===== src/rtl/alert_channel_scheduler_pkg.sv =====
// Shared types and helpers for the caregiver alert channel scheduler.
package alert_channel_scheduler_pkg;

    localparam int unsigned NUM_SRC = 4;
    localparam int unsigned SRC_W   = 2;

    typedef enum logic [2:0] {
        IDLE     = 3'd0,
        OFFER    = 3'd1,
        ANNOUNCE = 3'd2,
        WAIT_ACK = 3'd3,
        COOLDOWN = 3'd4
    } state_e;

    localparam logic [SRC_W-1:0] SRC_FALL = 2'd0;
    localparam logic [SRC_W-1:0] SRC_BPM  = 2'd1;
    localparam logic [SRC_W-1:0] SRC_TEMP = 2'd2;
    localparam logic [SRC_W-1:0] SRC_MED  = 2'd3;

    // Round-robin successor among the non-fall sources, wrapping medicine back to bpm.
    function automatic logic [SRC_W-1:0] rr_next(input logic [SRC_W-1:0] src);
        case (src)
            SRC_BPM:  rr_next = SRC_TEMP;
            SRC_TEMP: rr_next = SRC_MED;
            default:  rr_next = SRC_BPM;
        endcase
    endfunction

    // First eligible source among 1..3 starting at ptr.
    function automatic logic [SRC_W-1:0] rr_pick(input logic [NUM_SRC-1:0] elig,
                                                 input logic [SRC_W-1:0]   ptr);
        logic [SRC_W-1:0] cand;
        logic             found;
        rr_pick = SRC_BPM;
        cand    = ptr;
        found   = 1'b0;
        for (int i = 0; i < 3; i++) begin
            if (!found && elig[cand]) begin
                rr_pick = cand;
                found   = 1'b1;
            end
            cand = rr_next(cand);
        end
    endfunction

endpackage


===== src/rtl/alert_timer.sv =====
// Loadable down-counter with a registered zero flag; holds at zero.
module alert_timer #(
    parameter int unsigned CNT_W = 8
) (
    input  logic             clk,
    input  logic             reset,
    input  logic             load,
    input  logic [CNT_W-1:0] load_val,
    input  logic             dec,
    output logic             zero
);

    logic [CNT_W-1:0] count;

    always_ff @(posedge clk or negedge reset) begin
        if (!reset) begin
            count <= '0;
            zero  <= 1'b1;
        end else if (load) begin
            count <= load_val;
            zero  <= (load_val == '0);
        end else if (dec && !zero) begin
            count <= count - CNT_W'(1);
            zero  <= (count == CNT_W'(1));
        end
    end

endmodule


===== src/rtl/alert_channel_scheduler.sv =====
// Shares one caregiver notification channel among four latched alert sources.
// Optional feature: define ALERT_ESCALATE_EN to re-announce unacknowledged alerts.
module alert_channel_scheduler
    import alert_channel_scheduler_pkg::*;
#(
    parameter int unsigned HOLD_CYCLES     = 16,
    parameter int unsigned COOLDOWN_CYCLES = 4,
    parameter int unsigned ESC_CYCLES      = 64,
    parameter int unsigned CNT_W           = 8
) (
    input  logic               clk,
    input  logic               reset,
    input  logic [NUM_SRC-1:0] req,
    input  logic [NUM_SRC-1:0] mask,
    input  logic               ch_ready,
    input  logic               caregiver_ack,
    output logic               ch_valid,
    output logic [SRC_W-1:0]   ch_src,
    output logic [NUM_SRC-1:0] pending,
    output logic               busy,
    output logic               escalate
);

    localparam int unsigned CNT_MAX = (1 << CNT_W) - 1;

    if (HOLD_CYCLES < 1 || COOLDOWN_CYCLES < 1 || ESC_CYCLES < 1 ||
        HOLD_CYCLES > CNT_MAX || COOLDOWN_CYCLES > CNT_MAX || ESC_CYCLES > CNT_MAX) begin : g_bad_param
        $error("alert_channel_scheduler: cycle parameters must be >=1 and fit CNT_W");
    end

    state_e             state_q, state_d;
    logic [NUM_SRC-1:0] req_q, rise, eligible, clr;
    logic [SRC_W-1:0]   rr_ptr, rr_d, src_d;
    logic               valid_d, preempt;
    logic               t_load, t_dec, t_zero;
    logic [CNT_W-1:0]   t_val;
`ifdef ALERT_ESCALATE_EN
    logic               e_load, e_dec, e_zero, esc_set, esc_clr;
`endif

    assign rise     = req & ~req_q;
    assign eligible = pending & ~mask;
    assign preempt  = (ch_src != SRC_FALL) && eligible[SRC_FALL];

    // Timers load N-1 so that each timed state lasts exactly N cycles.
    always_comb begin
        state_d = state_q;
        src_d   = ch_src;
        valid_d = ch_valid;
        rr_d    = rr_ptr;
        clr     = '0;
        t_load  = 1'b0;
        t_dec   = 1'b0;
        t_val   = '0;
`ifdef ALERT_ESCALATE_EN
        e_load  = 1'b0;
        e_dec   = 1'b0;
        esc_set = 1'b0;
        esc_clr = 1'b0;
`endif
        case (state_q)
            IDLE: begin
                if (|eligible) begin
                    src_d = eligible[SRC_FALL] ? SRC_FALL : rr_pick(eligible, rr_ptr);
                    if (src_d != SRC_FALL) rr_d = rr_next(src_d);
                    valid_d = 1'b1;
                    state_d = OFFER;
                end
            end
            OFFER: begin
                if (ch_ready) begin
                    valid_d = 1'b0;
                    t_load  = 1'b1;
                    t_val   = CNT_W'(HOLD_CYCLES - 1);
                    state_d = ANNOUNCE;
                end
            end
            ANNOUNCE: begin
                if (preempt) begin
                    src_d   = SRC_FALL;
                    valid_d = 1'b1;
                    state_d = OFFER;
                end else if (t_zero) begin
                    state_d = WAIT_ACK;
`ifdef ALERT_ESCALATE_EN
                    e_load  = 1'b1;
`endif
                end else begin
                    t_dec = 1'b1;
                end
            end
            WAIT_ACK: begin
                if (caregiver_ack) begin
                    clr[ch_src] = 1'b1;
                    t_load      = 1'b1;
                    t_val       = CNT_W'(COOLDOWN_CYCLES - 1);
                    state_d     = COOLDOWN;
`ifdef ALERT_ESCALATE_EN
                    esc_clr     = 1'b1;
`endif
                end else if (preempt) begin
                    src_d   = SRC_FALL;
                    valid_d = 1'b1;
                    state_d = OFFER;
                end
`ifdef ALERT_ESCALATE_EN
                else if (e_zero) begin
                    esc_set = 1'b1;
                    valid_d = 1'b1;
                    state_d = OFFER;
                end else begin
                    e_dec = 1'b1;
                end
`endif
            end
            COOLDOWN: begin
                if (t_zero) state_d = IDLE;
                else        t_dec   = 1'b1;
            end
            default: state_d = IDLE;
        endcase
    end

    // A new edge wins over a same-cycle ack clear.
    always_ff @(posedge clk or negedge reset) begin
        if (!reset) begin
            state_q  <= IDLE;
            req_q    <= '0;
            pending  <= '0;
            ch_valid <= 1'b0;
            ch_src   <= SRC_FALL;
            busy     <= 1'b0;
            rr_ptr   <= SRC_BPM;
        end else begin
            state_q  <= state_d;
            req_q    <= req;
            pending  <= (pending & ~clr) | rise;
            ch_valid <= valid_d;
            ch_src   <= src_d;
            busy     <= (state_d != IDLE);
            rr_ptr   <= rr_d;
        end
    end

    alert_timer #(.CNT_W(CNT_W)) u_hold_timer (
        .clk      (clk),
        .reset    (reset),
        .load     (t_load),
        .load_val (t_val),
        .dec      (t_dec),
        .zero     (t_zero)
    );

`ifdef ALERT_ESCALATE_EN
    alert_timer #(.CNT_W(CNT_W)) u_esc_timer (
        .clk      (clk),
        .reset    (reset),
        .load     (e_load),
        .load_val (CNT_W'(ESC_CYCLES - 1)),
        .dec      (e_dec),
        .zero     (e_zero)
    );

    always_ff @(posedge clk or negedge reset) begin
        if (!reset)       escalate <= 1'b0;
        else if (esc_clr) escalate <= 1'b0;
        else if (esc_set) escalate <= 1'b1;
    end
`else
    assign escalate = 1'b0;
`endif

endmodule

===== config.mk =====
export PLATFORM = sky130hd
export DESIGN_NAME = alert_channel_scheduler
export DESIGN_NICKNAME = d
export VERILOG_FILES = /design/src/rtl/alert_channel_scheduler_pkg.sv /design/src/rtl/alert_timer.sv /design/src/rtl/alert_channel_scheduler.sv
export SDC_FILE = /design/constraint.sdc
export NUM_CORES = 1
export LEC_CHECK = 0
export ABC_AREA = 1
export CAP_MARGIN = 15
export CORE_UTILIZATION = 50
export CTS_BUF_LIST = sky130_fd_sc_hd__clkbuf_4 sky130_fd_sc_hd__clkbuf_8 sky130_fd_sc_hd__clkbuf_16
export CTS_CLUSTER_DIAMETER = 80
export CTS_CLUSTER_SIZE = 16
export DETAILED_ROUTE_END_ITERATION = 6
export GPL_ROUTABILITY_DRIVEN = 0
export PLACE_DENSITY_LB_ADDON = 0.08
export SLEW_MARGIN = 15
export SYNTH_ARGS = -nofsm -noshare
export SYNTH_HDL_FRONTEND = slang
export SYNTH_SLANG_ARGS = --single-unit
export TNS_END_PERCENT = 30

===== constraint.sdc =====
create_clock -name clk -period 5.6 [get_ports clk]
set_input_delay 1.12 -clock clk [delete_from_list [all_inputs] [get_ports clk]]
set_output_delay 1.12 -clock clk [all_outputs]
set_load 0.02 [all_outputs]

==> run_summary.xml, run 1 <==
<?xml version="1.0" encoding="UTF-8"?>
<metrics>
  <group name="drt">
    <metric name="postRouteAntennaNets" unit="">0</metric>
    <metric name="routed_wirelength" unit="microns">3280</metric>
    <metric name="drt_first_iter_violations" unit="">94</metric>
    <metric name="wl_per_cell" unit="microns">12.1</metric>
    <metric name="num_vias" unit="">1385</metric>
    <metric name="post-route-drc-count" unit="">0</metric>
    <metric name="average_via_count_per_standard_cell" unit="">5.11</metric>
    <metric name="detail_route.first_pass.iterations" unit="">4</metric>
  </group>
  <group name="power">
    <metric name="total_power" unit="W">0.000946</metric>
    <metric name="power_per_cell_area" unit="mW/mm^2">504</metric>
    <metric name="seq_power_share" unit="%">33.6</metric>
    <metric name="max-vdd-ir-drop" unit="mV">0.187</metric>
    <metric name="clockPowerShare" unit="%">9.2</metric>
    <metric name="power.switching" unit="W">0.000459</metric>
    <metric name="internal_power" unit="W">0.000487</metric>
    <metric name="share_comb_of_total_power" unit="%">57.2</metric>
    <metric name="p_leak" unit="nW">0.926</metric>
    <metric name="power.switching_fraction" unit="%">48.5</metric>
  </group>
  <group name="logic_synthesis">
    <metric name="synth-warning-count" unit="">0</metric>
    <metric name="mappedNetlistArea" unit="sq mm">0.00160</metric>
    <metric name="syn_area_per_cell" unit="sq um">7.85</metric>
    <metric name="synth_top_family_by_area" unit="">simple AND/OR/NAND/NOR gates</metric>
    <metric name="syn-num-nets" unit="">222</metric>
    <metric name="yosysSeqAreaShare" unit="%">40.8</metric>
    <metric name="yosysUniqueCellTypes" unit="">35</metric>
    <metric name="synth-compound-area-share" unit="%">10.9</metric>
    <metric name="syn-instance-count" unit="">204</metric>
    <metric name="post_synth_and_or_nand_nor_area_fraction" unit="%">33.0</metric>
    <metric name="yosys.area_share.adder" unit="%">4.69</metric>
    <metric name="synth.area.mux_share" unit="%">0</metric>
    <metric name="ys_ff_latch" unit="">26</metric>
    <metric name="yosys.area_share.xor_xnor" unit="%">1.09</metric>
  </group>
  <group name="die">
    <metric name="die_w" unit="microns">58.6</metric>
    <metric name="start_util" unit="%">52.5</metric>
    <metric name="num_rows" unit="">20</metric>
    <metric name="ios" unit="">21</metric>
    <metric name="design.core.area" unit="sq mm">0.00305</metric>
    <metric name="die_y" unit="microns">58.6</metric>
    <metric name="die-area" unit="sq mm">0.00343</metric>
  </group>
  <group name="global_routing">
    <metric name="antenna_violations_before_repair" unit="">0</metric>
    <metric name="gr-usage-all-layers" unit="%">22.4</metric>
    <metric name="wire_length_of_the_first_global_routing_pass" unit="microns">5760</metric>
    <metric name="globalRoute.totalOverflow" unit="">0</metric>
    <metric name="grt_start_max_net_pins" unit="">27</metric>
    <metric name="first_global_vias" unit="">1367</metric>
  </group>
  <group name="sta">
    <metric name="period_minus_slack" unit="ps">2670</metric>
    <metric name="finalClockSkew" unit="ps">9.37</metric>
    <metric name="finalMaxSlewViolations" unit="">0</metric>
    <metric name="totalNegativeSetupSlack" unit="ps">0</metric>
    <metric name="unrepaired_setup_endpoints_after_global_routing" unit="">no</metric>
    <metric name="fin_crit_sh" unit="%">47.6</metric>
    <metric name="timing.fmax" unit="GHz">0.375</metric>
    <metric name="final_critical_path_setup_slack" unit="ps">2930</metric>
    <metric name="timing.final.setup_violations" unit="">0</metric>
    <metric name="finalHoldViolations" unit="">0</metric>
  </group>
  <group name="finish">
    <metric name="postLayoutCoreUtil" unit="%">61.5</metric>
    <metric name="commonest_cells_after_routing_fill_and_taps_aside" unit="">sky130_fd_sc_hd__nand2_1, sky130_fd_sc_hd__inv_1, sky130_fd_sc_hd__dfrtp_1, sky130_fd_sc_hd__nand3_1, sky130_fd_sc_hd__clkdlybuf4s50_1</metric>
    <metric name="antenna_cells" unit="">0</metric>
    <metric name="fill_cells" unit="">287</metric>
    <metric name="drive_above_1_share" unit="%">12.8</metric>
    <metric name="syn_to_final_growth" unit="%">17.2</metric>
    <metric name="mostFrequentLayoutCell" unit="">sky130_fd_sc_hd__nand2_1</metric>
    <metric name="regArea" unit="sq um">653</metric>
    <metric name="area_taken_by_multi_input_logic_gates" unit="sq um">798</metric>
    <metric name="final_net_count" unit="">246</metric>
  </group>
  <group name="worst_setup_path">
    <metric name="critical_path_class" unit="">primary input to flip-flop</metric>
    <metric name="arrival" unit="ps">2900</metric>
    <metric name="startpoint" unit="">mask[2]</metric>
    <metric name="worst_setup_path_end_kind" unit="">flip-flop</metric>
    <metric name="worst_r2r_startpoint" unit="">rr_ptr[0]</metric>
    <metric name="critical_path_required" unit="ps">5830</metric>
    <metric name="critical_path.max_fanout" unit="">6</metric>
    <metric name="timing.critical_path.from_type" unit="">primary input</metric>
  </group>
  <group name="clock_network">
    <metric name="cts_made_buffers" unit="">3</metric>
    <metric name="hold_buffers_post_cts" unit="">0</metric>
    <metric name="cts_num_sinks" unit="">26</metric>
    <metric name="tritoncts" unit="">yes</metric>
    <metric name="clk_path_buf_depth" unit="">2</metric>
    <metric name="clock_insertion_delay_worst_skew" unit="ps">320</metric>
    <metric name="clock-root-buffer" unit="">sky130_fd_sc_hd__clkbuf_4</metric>
    <metric name="postCtsSetupRepairBufs" unit="">0</metric>
    <metric name="clk_pin_slew" unit="ps">140</metric>
    <metric name="post_cts.resized_instances" unit="">0</metric>
    <metric name="cts_h_tree_depth" unit="">1</metric>
  </group>
  <group name="outcome">
    <metric name="status" unit="">finished, final reports clean</metric>
  </group>
  <group name="placement">
    <metric name="numPortBuffers" unit="">19</metric>
    <metric name="detailed_place_hpwl" unit="microns">2630</metric>
    <metric name="place_ws" unit="ps">2600</metric>
  </group>
  <group name="min_path">
    <metric name="timing.hold.worst.start" unit="">req_q[1]</metric>
    <metric name="holdCritPathClass" unit="">flip-flop to flip-flop</metric>
  </group>
  <group name="flow_run">
    <metric name="drv.max_cap_violation_count" unit="">0</metric>
  </group>
</metrics>
logic make-up after synthesis:
kind of cell | Yosys count
AND/OR/NAND/NOR | 103
adder cells (fa/ha/maj) | 6
flip-flops | 26
buffers and inverters | 39
other | 1
XOR/XNOR | 2
AO/OA/AOI/OAI | 27
synthesized netlist by cell type:
library cell,instances,area [sq um]
sky130_fd_sc_hd__nand2_1,38,143
sky130_fd_sc_hd__inv_2,4,15.0
sky130_fd_sc_hd__ha_1,6,75.1
sky130_fd_sc_hd__nor2_8,1,20.0
sky130_fd_sc_hd__nor2_2,2,12.5
sky130_fd_sc_hd__xor2_1,2,17.5
sky130_fd_sc_hd__o21ai_1,7,35.0
sky130_fd_sc_hd__o21ai_0,6,30.0
sky130_fd_sc_hd__dfrtp_1,24,601
sky130_fd_sc_hd__a211oi_1,1,7.51
sky130_fd_sc_hd__a21oi_4,1,16.3
sky130_fd_sc_hd__buf_4,1,7.51
sky130_fd_sc_hd__dfstp_2,2,52.6
sky130_fd_sc_hd__nor2_4,2,22.5
sky130_fd_sc_hd__nor2_1,16,60.1
sky130_fd_sc_hd__a21oi_1,2,10.0
sky130_fd_sc_hd__inv_1,33,124
sky130_fd_sc_hd__o211ai_1,1,7.51
sky130_fd_sc_hd__nand3b_1,1,7.51
sky130_fd_sc_hd__nand2_2,5,31.3
sky130_fd_sc_hd__o22ai_1,1,6.26
sky130_fd_sc_hd__nand4_1,6,37.5
sky130_fd_sc_hd__a41oi_1,1,8.76
sky130_fd_sc_hd__nor3_2,1,10.0
sky130_fd_sc_hd__nand2_4,2,22.5
sky130_fd_sc_hd__o21ai_2,1,8.76
sky130_fd_sc_hd__conb_1,1,3.75
sky130_fd_sc_hd__o31ai_1,3,22.5
sky130_fd_sc_hd__o2111ai_1,1,8.76
sky130_fd_sc_hd__nand3_1,23,115
sky130_fd_sc_hd__clkinv_1,1,3.75
sky130_fd_sc_hd__or2_1,1,6.26
sky130_fd_sc_hd__a31oi_1,2,12.5
sky130_fd_sc_hd__nand3_2,3,30.0
sky130_fd_sc_hd__nor3_1,2,10.0
state kept, by name, summed over array words and instances (netlist names):
| signal | flops |
|---|---|
| u_hold_timer.zero | 1 |
| rr_ptr | 2 |
| req_q | 4 |
| ch_src | 2 |
| state_q | 3 |
| ch_valid | 1 |
| u_hold_timer.count | 8 |
| pending | 4 |
| busy | 1 |
cell type report:
| class | instances | share of cell area (%) |
|---|---|---|
| clock buffers | 4 | 1.60 |
| well taps | 44 | 2.93 |
| multi-input cells | 139 | 42.5 |
| flip-flops and latches | 26 | 34.8 |
| repair buffers | 20 | 10.5 |
| inverters | 38 | 7.60 |
power by group through the flow:
stage          clock network [W]  registers, W  logic [W]
5_1_grt                0.0000965      0.000325   0.000621
4_1_cts                0.0000911      0.000316   0.000544
6_report               0.0000872      0.000317   0.000541
3_5_place_dp                   0      0.000319   0.000543
3_3_place_gp                   0      0.000318   0.000521
2_1_floorplan                  0      0.000324   0.000392
through the flow:
stage | std cells | cell area [sq um] | hold slack, ps
after floorplan | 204 | 1600 | 392
after global placement | 267 | 1850 | 394
after detailed placement | 267 | 1850 | 404
after CTS | 271 | 1880 | 423
after global routing | 271 | 1880 | 438
final | 271 | 1880 | 421
final timing paths:
| check | slack [ps] | to | cells past startpoint |
|---|---|---|---|
| max | 2930 | rr_ptr[1] | 12 |
| min | 420 | pending[1] | 1 |
| max reg2reg | 3060 | rr_ptr[1] | 14 |
| min reg2reg | 420 | pending[1] | 1 |
| max in group asynchronous | 4150 | u_hold_timer.zero | 2 |
| min in group asynchronous | 1150 | rr_ptr[1] | 2 |
layer usage:
layer	up-vias	wire [microns]	GRT usage, %	part of all wire, %
met5	-	0	0	0
met4	0	74	9.86	2.3
met2	30	1610	37.9	49
met3	10	101	2.86	3.1
met1	632	1490	29.0	45
li1	713	-	-	-
critical path: stages:
cell                              delay [ps]
sky130_fd_sc_hd__clkdlybuf4s50_1         450
sky130_fd_sc_hd__inv_1                    60
sky130_fd_sc_hd__nand3_1                  80
sky130_fd_sc_hd__nand3_1                 100
sky130_fd_sc_hd__nand2_1                 180
sky130_fd_sc_hd__nand3_1                 120
sky130_fd_sc_hd__nand3_1                 100
sky130_fd_sc_hd__nand3_1                 110
sky130_fd_sc_hd__ha_1                    190
sky130_fd_sc_hd__or2_1                   260
sky130_fd_sc_hd__nand2_1                  70
sky130_fd_sc_hd__o21ai_1                  60
(Power assumes the default switching activity.)
==> inputs of run 2 (changes only) <==
==> constraint.sdc (replaced) <==
create_clock -name clk -period 2.79 [get_ports clk]
set_input_delay 0.558 -clock clk [delete_from_list [all_inputs] [get_ports clk]]
set_output_delay 0.558 -clock clk [all_outputs]
set_load 0.02 [all_outputs]
==> run 2 against run 1 <==
Compared with the run above:
- combinational power is 100% higher
- first-iteration DRC count is 14% lower
- global-route usage hardly changed
- clock-buffer cell count is 1 lower
- worst setup slack worse by 2700 ps
- die area stayed put
- sequential power is 100% higher
- worst hold slack worse by 4.0 ps
- via count is 1.9% higher
- non-clock buffer count stayed put
- critical path depth stayed put
- core utilization is 0.74 points higher
- largest power group unchanged
==> run_summary.xml, run 2 (synthesized netlist as in run 1, its figures left out) <==
<?xml version="1.0" encoding="UTF-8"?>
<metrics>
  <group name="finish">
    <metric name="postLayoutCoreUtil" unit="%">62.2</metric>
    <metric name="antenna_cells" unit="">0</metric>
    <metric name="top_register" unit="">u_hold_timer.count</metric>
    <metric name="largest_reg_flops" unit="">8</metric>
    <metric name="mostFrequentLayoutCell" unit="">sky130_fd_sc_hd__nand2_1</metric>
    <metric name="regArea" unit="sq um">653</metric>
    <metric name="area_taken_by_multi_input_logic_gates" unit="sq um">798</metric>
    <metric name="commonest_cells_after_routing_fill_and_taps_aside" unit="">sky130_fd_sc_hd__nand2_1, sky130_fd_sc_hd__inv_1, sky130_fd_sc_hd__dfrtp_1, sky130_fd_sc_hd__nand3_1, sky130_fd_sc_hd__clkdlybuf4s50_1</metric>
    <metric name="syn_to_final_growth" unit="%">18.6</metric>
    <metric name="finish.cell_count_without_fillers" unit="">271</metric>
    <metric name="drive_above_1_share" unit="%">12.8</metric>
    <metric name="largestRegisters" unit="">u_hold_timer.count x8, pending x4, req_q x4</metric>
    <metric name="fill_cells" unit="">278</metric>
    <metric name="final_net_count" unit="">246</metric>
  </group>
  <group name="global_routing">
    <metric name="grt_start_max_net_pins" unit="">27</metric>
    <metric name="globalRoute.totalOverflow" unit="">0</metric>
    <metric name="antenna_violations_before_repair" unit="">0</metric>
    <metric name="gr-usage-all-layers" unit="%">22.4</metric>
    <metric name="wire_length_of_the_first_global_routing_pass" unit="microns">5740</metric>
    <metric name="first_global_vias" unit="">1348</metric>
  </group>
  <group name="die">
    <metric name="ios" unit="">21</metric>
    <metric name="die-area" unit="sq mm">0.00343</metric>
    <metric name="design.core.area" unit="sq mm">0.00305</metric>
    <metric name="start_util" unit="%">52.5</metric>
    <metric name="num_rows" unit="">20</metric>
    <metric name="die_w" unit="microns">58.6</metric>
    <metric name="die_y" unit="microns">58.6</metric>
  </group>
  <group name="clock_network">
    <metric name="cts_made_buffers" unit="">3</metric>
    <metric name="clk_pin_slew" unit="ps">150</metric>
    <metric name="cts_num_sinks" unit="">26</metric>
    <metric name="cts_h_tree_depth" unit="">1</metric>
    <metric name="clock-root-buffer" unit="">sky130_fd_sc_hd__clkbuf_4</metric>
    <metric name="tritoncts" unit="">yes</metric>
    <metric name="postCtsSetupRepairBufs" unit="">0</metric>
    <metric name="hold_buffers_post_cts" unit="">0</metric>
    <metric name="post_cts.resized_instances" unit="">0</metric>
    <metric name="clock_insertion_delay_worst_skew" unit="ps">330</metric>
    <metric name="clk_path_buf_depth" unit="">2</metric>
  </group>
  <group name="drt">
    <metric name="postRouteAntennaNets" unit="">0</metric>
    <metric name="routed_wirelength" unit="microns">3340</metric>
    <metric name="num_vias" unit="">1411</metric>
    <metric name="wl_per_cell" unit="microns">12.3</metric>
    <metric name="average_via_count_per_standard_cell" unit="">5.21</metric>
    <metric name="detail_route.first_pass.iterations" unit="">7</metric>
    <metric name="drt_first_iter_violations" unit="">81</metric>
    <metric name="post-route-drc-count" unit="">0</metric>
  </group>
  <group name="power">
    <metric name="power_per_cell_area" unit="mW/mm^2">1050</metric>
    <metric name="max-vdd-ir-drop" unit="mV">0.573</metric>
    <metric name="p_leak" unit="nW">0.936</metric>
  </group>
  <group name="worst_setup_path">
    <metric name="worst_setup_path_end_kind" unit="">flip-flop</metric>
    <metric name="arrival" unit="ps">2750</metric>
    <metric name="crit_path_max_incr_delay" unit="ps">610</metric>
    <metric name="critical_path_class" unit="">flip-flop to flip-flop</metric>
    <metric name="timing.critical_path.from_type" unit="">flip-flop</metric>
    <metric name="cpMostUsedCell" unit="">sky130_fd_sc_hd__nand3_1</metric>
    <metric name="crit_chain" unit="">inv_1 &gt; ha_1 &gt; inv_1 &gt; nand3_1 &gt; nand3_1 &gt; nand2_1 &gt; nand4_1 &gt; nand3_1 &gt; ha_1 &gt; or2_1 &gt; nand2_1 &gt; o21ai_1</metric>
    <metric name="critical_path_required" unit="ps">3030</metric>
    <metric name="critical_path.max_fanout" unit="">6</metric>
    <metric name="crit_path_top_delay_cell" unit="">sky130_fd_sc_hd__dfstp_2</metric>
  </group>
  <group name="sta">
    <metric name="totalNegativeSetupSlack" unit="ps">0</metric>
    <metric name="final_critical_path_setup_slack" unit="ps">282</metric>
    <metric name="timing.final.setup_violations" unit="">0</metric>
    <metric name="timing.fmax" unit="GHz">0.399</metric>
    <metric name="unrepaired_setup_endpoints_after_global_routing" unit="">no</metric>
    <metric name="finalHoldViolations" unit="">0</metric>
    <metric name="period_minus_slack" unit="ps">2510</metric>
    <metric name="finalMaxSlewViolations" unit="">0</metric>
    <metric name="fin_crit_sh" unit="%">89.9</metric>
    <metric name="finalClockSkew" unit="ps">11.0</metric>
  </group>
  <group name="placement">
    <metric name="numPortBuffers" unit="">19</metric>
    <metric name="detailed_place_hpwl" unit="microns">2670</metric>
    <metric name="place.detailed.instances" unit="">267</metric>
    <metric name="place_ws" unit="ps">301</metric>
  </group>
  <group name="min_path">
    <metric name="holdCritPathClass" unit="">flip-flop to flip-flop</metric>
  </group>
  <group name="flow_run">
    <metric name="drv.max_cap_violation_count" unit="">0</metric>
  </group>
  <group name="outcome">
    <metric name="status" unit="">finished, final reports clean</metric>
  </group>
</metrics>
run 2: changes by cell type in the layout (fill, tap and decap cells not counted):
cell / change
sky130_fd_sc_hd__clkbuf_4: -1
sky130_fd_sc_hd__bufinv_16: +1
run 2: critical path, delay by kind of cell, from the launching register on:
kind / cells / cell delay [ps]
AND/OR/NAND/NOR: 7 / 950
flip-flops: 1 / 610
adder cells (fa/ha/maj): 2 / 570
buffers and inverters: 2 / 230
AO/OA/AOI/OAI: 1 / 60
run 2: metrics by stage:
| stage | cell area [sq um] | total power [W] | hold slack, ps |
|---|---|---|---|
| after CTS | 1900 | 0.00199 | 420 |
| final | 1900 | 0.00199 | 417 |
| after detailed placement | 1850 | 0.00173 | 401 |
| after floorplan | 1600 | 0.00144 | 262 |
| after global routing | 1900 | 0.00217 | 432 |
| after global placement | 1850 | 0.00168 | 394 |
run 2: cell type report:
class | instances | area share (%)
sequential | 26 | 34.4
tap | 44 | 2.90
timing repair buffer | 20 | 10.4
inverter | 38 | 7.51
clock inverter | 1 | 1.58
clock buffer | 3 | 1.19
multi-input combinational | 139 | 42.0
run 2: worst paths after layout:
path | start | to | slack, ps | cells past startpoint
worst min-delay path | req_q[3] | pending[3] | 420 | 1
min in group asynchronous | reset | rr_ptr[1] | 580 | 2
worst max-delay path | rr_ptr[0] | rr_ptr[1] | 280 | 12
worst min register to register | req_q[3] | pending[3] | 420 | 1
max in group asynchronous | reset | u_hold_timer.zero | 1910 | 2
worst max register to register | rr_ptr[0] | rr_ptr[1] | 280 | 12
run 2: where the power goes:
group | switching (W) | internal (W) | leakage, nW
logic | 0.000691 | 0.000404 | 0.605
clock network | 0.000116 | 0.000145 | 0.0279
registers | 0.000126 | 0.000507 | 0.303
total | 0.000934 | 0.00106 | 0.936
run 2: per-layer routing:
| layer | track usage (%) | vias up | wire, microns |
|---|---|---|---|
| met1 | 28.5 | 655 | 1500 |
| met3 | 3.52 | 8 | 104 |
| met5 | 0 | - | 0 |
| met4 | 10.9 | 0 | 71 |
| li1 | - | 711 | - |
| met2 | 37.4 | 37 | 1670 |
